<file path="src/rtl/ucsbece154a_fetch_pkg.sv">
// rtl/ucsbece154a_fetch_pkg.sv - shared types and constants for the fetch stage
//
// Purpose: fetch-FSM state encoding, the reset instruction word, and the
// opcode/funct3 constants shared with the decoder.
package ucsbece154a_fetch_pkg;

  typedef enum logic [1:0] {
    IDLE  = 2'd0,
    FETCH = 2'd1,
    EXEC  = 2'd2,
    HALT  = 2'd3
  } fetch_state_t;

  // addi x0, x0, 0
  localparam logic [31:0] NOP_INSTR = 32'h0000_0013;

  localparam logic [6:0] OP_LW     = 7'b000_0011;
  localparam logic [6:0] OP_SW     = 7'b010_0011;
  localparam logic [6:0] OP_RTYPE  = 7'b011_0011;
  localparam logic [6:0] OP_ITYPE  = 7'b001_0011;
  localparam logic [6:0] OP_BEQ    = 7'b110_0011;
  localparam logic [6:0] OP_JAL    = 7'b110_1111;

  localparam logic [2:0] F3_ADDSUB = 3'b000;
  localparam logic [2:0] F3_SLT    = 3'b010;
  localparam logic [2:0] F3_OR     = 3'b110;
  localparam logic [2:0] F3_AND    = 3'b111;

endpackage

</file>
<file path="src/rtl/ucsbece154a_pc_next.sv">
// rtl/ucsbece154a_pc_next.sv - next-PC selection and target alignment check
//
// Purpose: combinational next-PC logic for the fetch stage.
// Ports:
//   pc        in  32  address of the held instruction
//   pc_src    in   1  1 selects pc_target, 0 selects pc + 4
//   pc_target in  32  branch/jump target
//   pc_plus4  out 32  pc + 4 (wraps modulo 2^32)
//   pc_next   out 32  selected next PC
//   misalign  out  1  a taken target is not word aligned
module ucsbece154a_pc_next
  import ucsbece154a_fetch_pkg::*;
(
  input  logic [31:0] pc,
  input  logic        pc_src,
  input  logic [31:0] pc_target,
  output logic [31:0] pc_plus4,
  output logic [31:0] pc_next,
  output logic        misalign
);

  assign pc_plus4 = pc + 32'd4;
  assign pc_next  = pc_src ? pc_target : pc_plus4;
  // pc_plus4 is always aligned because pc is, so only a taken target can misalign
  assign misalign = pc_src && (pc_target[1:0] != 2'b00);

endmodule

</file>
<file path="src/rtl/ucsbece154a_fetch.sv">
// rtl/ucsbece154a_fetch.sv - instruction fetch stage feeding the decoder
//
// Purpose: owns the PC, fetches one word per instruction over a req/ack
// handshake, holds it for the decoder, and advances the PC on done_i.
// Ports:
//   clk, reset            clock, synchronous active-high reset
//   imem_req_o/addr_o     read request and address (address = PC_o)
//   imem_rdata_i/ack_i    read data, captured on ack while requesting
//   done_i                datapath finished the held instruction
//   PCSrc_i, PCTarget_i   next-PC select and taken target
//   instr_valid_o         Instr_o and its fields are valid
//   Instr_o, op_o, funct3_o, funct7b5_o  held instruction and decoder fields
//   PC_o, PCPlus4_o       held instruction address and its successor
//   misalign_o            sticky: a taken target was misaligned (stage halted)
//   retire_cnt_o          completed-instruction count
module ucsbece154a_fetch
  import ucsbece154a_fetch_pkg::*;
#(
  parameter logic [31:0] TEXT_BASE = 32'h0001_0000,
  parameter int          RETIRE_W  = 32
) (
  input  logic                clk,
  input  logic                reset,
  output logic                imem_req_o,
  output logic [31:0]         imem_addr_o,
  input  logic [31:0]         imem_rdata_i,
  input  logic                imem_ack_i,
  input  logic                done_i,
  input  logic                PCSrc_i,
  input  logic [31:0]         PCTarget_i,
  output logic                instr_valid_o,
  output logic [31:0]         Instr_o,
  output logic [6:0]          op_o,
  output logic [2:0]          funct3_o,
  output logic                funct7b5_o,
  output logic [31:0]         PC_o,
  output logic [31:0]         PCPlus4_o,
  output logic                misalign_o,
  output logic [RETIRE_W-1:0] retire_cnt_o
);

  fetch_state_t state;
  logic [31:0]  pc_next;
  logic         target_misalign;

  ucsbece154a_pc_next u_pc_next (
    .pc        (PC_o),
    .pc_src    (PCSrc_i),
    .pc_target (PCTarget_i),
    .pc_plus4  (PCPlus4_o),
    .pc_next   (pc_next),
    .misalign  (target_misalign)
  );

  // Request is a pure decode of the state register, so it is glitch-free
  // and drops the cycle after the ack is taken.
  assign imem_req_o  = (state == FETCH);
  assign imem_addr_o = PC_o;

  assign op_o       = Instr_o[6:0];
  assign funct3_o   = Instr_o[14:12];
  assign funct7b5_o = Instr_o[30];

  always_ff @(posedge clk) begin
    if (reset) begin
      state         <= IDLE;
      PC_o          <= TEXT_BASE;
      Instr_o       <= NOP_INSTR;
      instr_valid_o <= 1'b0;
      misalign_o    <= 1'b0;
      retire_cnt_o  <= '0;
    end else begin
      case (state)
        IDLE: begin
          state <= FETCH;
        end
        FETCH: begin
          if (imem_ack_i) begin
            Instr_o       <= imem_rdata_i;
            instr_valid_o <= 1'b1;
            state         <= EXEC;
          end
        end
        EXEC: begin
          if (done_i) begin
            retire_cnt_o  <= retire_cnt_o + RETIRE_W'(1);
            instr_valid_o <= 1'b0;
            if (target_misalign) begin
              // Keep PC_o pointing at the offending branch for debug.
              misalign_o <= 1'b1;
              state      <= HALT;
            end else begin
              PC_o  <= pc_next;
              state <= FETCH;
            end
          end
        end
        HALT: begin
          state <= HALT;
        end
        default: begin
          state <= IDLE;
        end
      endcase
    end
  end

endmodule

</file>
<file path="config.mk">
export PLATFORM = sky130hd
export DESIGN_NAME = ucsbece154a_fetch
export DESIGN_NICKNAME = d
export VERILOG_FILES = /design/src/rtl/ucsbece154a_fetch_pkg.sv /design/src/rtl/ucsbece154a_pc_next.sv /design/src/rtl/ucsbece154a_fetch.sv
export SDC_FILE = /design/constraint.sdc
export NUM_CORES = 1
export LEC_CHECK = 0
export ABC_CLOCK_PERIOD_IN_PS = 2300
export BUFFER_PORTS_ARGS = -buffer_cell sky130_fd_sc_hd__buf_2
export CORE_ASPECT_RATIO = 1.25
export CORE_MARGIN = 1
export CORE_UTILIZATION = 40
export CTS_BUF_LIST = sky130_fd_sc_hd__clkbuf_2
export DETAILED_ROUTE_END_ITERATION = 10
export PLACE_DENSITY = 0.73
export SLEW_MARGIN = 20
export SYNTH_ARGS = -nofsm -noshare
export SYNTH_HDL_FRONTEND = slang
export SYNTH_HIERARCHICAL = 1
export SYNTH_SLANG_ARGS = --single-unit
</file>
<file path="constraint.sdc">
create_clock -name clk -period 2.3 [get_ports clk]
set_input_delay 0.345 -clock clk [delete_from_list [all_inputs] [get_ports clk]]
set_output_delay 0.345 -clock clk [all_outputs]
set_load 0.01 [all_outputs]
</file>
==> impl_metrics.py <==
metrics = {
    "die": {
        "row_count": 46,
        "io_pins": 243,
        "start_util": 0.416,
        "die_width_um": 105,
        "die_h_um": 131,
        "die_area_um2": 13800,
        "core_area_um2": 12800,
    },
    "route": {
        "drt_iter0_markers": 322,
        "drt-wirelength-per-cell_um": 15.6,
        "via_per_inst": 5.30,
        "met2_wirelength_um": 9360,
        "dr.pass1.iters": 5,
        "wl_met1_um": 6670,
        "drt_wl_total_um": 17800,
        "detail-route-antenna-nets": 0,
        "dr.max_layer_used": "met4",
        "remaining_drc_errors": 0,
        "via_count": 6053,
        "met3_length_um": 1170,
    },
    "pwr": {
        "pwr_density_cell_nw_per_um2": 416,
        "total_power_w": 0.00327,
        "peakVddDrop_v": 0.000385,
        "power.leakage_nw": 3.77,
    },
    "synthesis": {
        "synth-main-ff-cell": "dfxtp_1",
        "ys_async_sr_fraction": 0,
        "synth-seq-cells": 100,
        "ys_seq_area_frac": 0.375,
        "synth_area_um2": 5340,
        "netlist_top_cells_area": "dfxtp_1, nand2_1, a21oi_1",
        "postSynthAreaPerCell_um2": 7.67,
        "yosysWarnings": 6,
        "synth_top_area_frac": 0.375,
        "ys_types": 41,
        "synth_edf_count": 0,
        "synth_area_leader_cell": "dfxtp_1",
        "synth_cells": 696,
        "syn-num-nets": 770,
    },
    "min_path": {
        "holdCritPathClass": "in2reg",
    },
    "critical_path": {
        "slowest_delay_ns": 0.61,
        "cp-end-kind": "primary output",
        "crit_chain": "nand2_1 > or4_4 > or4_4 > nand2_2 > buf_6",
        "worstSetupPathType": "reg2out",
        "cp_slowest_cell": "or4_4",
        "cp_common_cell": "or4_4",
        "worst-path-buf-inv": 1,
        "critPathTopFamily": "simple AND/OR/NAND/NOR gates",
        "worstPathArrival_ns": 2.39,
        "crit_fanout": 7,
        "critPathRequiredTime_ns": 1.96,
        "critPathLaunchType": "flip-flop",
    },
    "flow_run": {
        "maxCapViolations": 0,
    },
    "sta": {
        "relSlewSlack": 0.562,
        "drv_slew": 0,
        "setup-violations-final": 21,
        "period_share": 1.19,
        "grt_setup_unrepaired": "yes",
        "worst_slack_ns": -0.433,
        "fin_crit_ns": 2.73,
        "fmax_mhz": 366,
        "whs_ns": 0.0729,
        "hold_viol": 0,
        "fin_skew_ns": 0.0410,
        "worst_slew_pin_slew_ns": 0.658,
    },
    "global_route": {
        "antenna_found_initial": 0,
        "grt_overflow": 0,
        "grt_max_degree": 51,
        "first_global_vias": 5453,
        "grt_util_all_layers": 0.234,
        "grt_pass1_wl_um": 26300,
    },
    "place": {
        "dp_hpwl_um": 11600,
        "place_area_um2": 6600,
        "gp_congestion": 0.915,
        "io_buffers": 242,
        "preCtsSetupSlack_ns": 0.0980,
    },
    "layout": {
        "syn_to_final_growth_pct": 47.6,
        "layout_common_cells": "buf_2, nand2_1, a21oi_1",
        "design_area_um2": 7880,
        "n_fill_cell": 1111,
        "drive_above_1_share": 0.451,
        "final_common_cell": "buf_2",
        "antenna_cells": 0,
        "final_nets": 1044,
        "finish.utilization": 0.614,
    },
    "clocking": {
        "clkLatencyLatePin_ns": 0.58,
        "clkSlewWorstSetupHoldPaths_ns": 0.26,
        "htree_levels": 3,
        "cts_root_buf": "clkbuf_2",
        "numCtsBuffers": 9,
        "clock-sinks": 100,
        "cts_buffer_depth": 2,
        "cts_tree": "built",
    },
    "status": {
        "status": "complete, but fails checks",
        "violations": "negative setup slack",
    },
}
-- state kept, by name, summed over array words and instances, names as in the netlist --
name           cells
misalign_o         1
PC_o              32
Instr_o           32
state              2
retire_cnt_o      32
instr_valid_o      1
-- cell families after synthesis --
kind of cell | synth area share
AOI/OAI and AO/OA | 0.141
xor gates and xnor gates | 0.0476
adders and majority gates | 0.0117
buffers and inverters | 0.107
DFF | 0.375
muxes | 0.0401
and+or+nand+nor | 0.278
-- stage by stage --
stage | TNS [ns] | std cells
2_1_floorplan | 0 | 696
6_report | -5.47 | 1143
3_5_place_dp | 0 | 1064
4_1_cts | -5.73 | 1129
3_3_place_gp | 0 | 1064
5_1_grt | -8.13 | 1143
-- worst paths after layout --
kind                                  startpoint               end  slack [ns]  cells past startpoint
worst max-delay path                    PC_o[16]     PCPlus4_o[23]       -0.43                      5
worst min-delay path                      done_i   retire_cnt_o[1]        0.07                      3
worst max register to register  retire_cnt_o[10]  retire_cnt_o[30]        0.17                      4
worst min register to register       Instr_o[27]       Instr_o[27]        0.47                      2
-- worst min-delay path, stage by stage --
cell	delay, ns
buf_2	0.14
nand3_1	0.09
a21oi_1	0.05
-- timing repair --
item | in CTS | in global routing
buffers inserted | 18 | 17
gates resized for setup | 65 | 75
pin swaps | 17 | 21
setup endpoints to repair | 25 | 26
endpoints found under the hold margin | 32 | 0
hold buffers | 32 | 0
-- cell type report --
class	instances	area, um2	area share
Clock buffer	11	55.1	0.00699
Clock inverter	5	60.1	0.00762
Inverter	15	56.3	0.00715
Multi-Input combinational cell	492	3200	0.406
Sequential cell	100	2040	0.259
Tap cell	168	210	0.0267
Timing Repair Buffer	352	2260	0.286
-- cell usage after synthesis (6+ instances only) --
master and n:
buf_4 45, nor2b_1 7, nor4_1 10, or3_1 6
clkbuf_1 37, xor2_1 18, a21oi_1 84, and4_1 7
or4_1 20, a31oi_1 11, and3_1 6, o31ai_1 19
o21ai_0 9, nor2_1 33, mux2_2 19, inv_1 14
nand3_1 19, xnor2_1 11, nand2_1 164, dfxtp_1 100
nand4_1 17
-- power by group --
group	total [W]	leakage (nW)	switching (W)	internal [W]
registers	0.00184	0.821	0.0000484	0.00179
logic	0.000575	2.88	0.000311	0.000264
clock network	0.000859	0.0725	0.000595	0.000264
-- metal layers --
| metal | GRT usage | vias up |
|---|---|---|
| li1 | - | 2913 |
| met1 | 0.252 | 2788 |
| met2 | 0.442 | 302 |
| met3 | 0.0342 | 50 |
| met4 | 0.106 | 0 |
| met5 | 0 | - |
(Power assumes the default switching activity.)
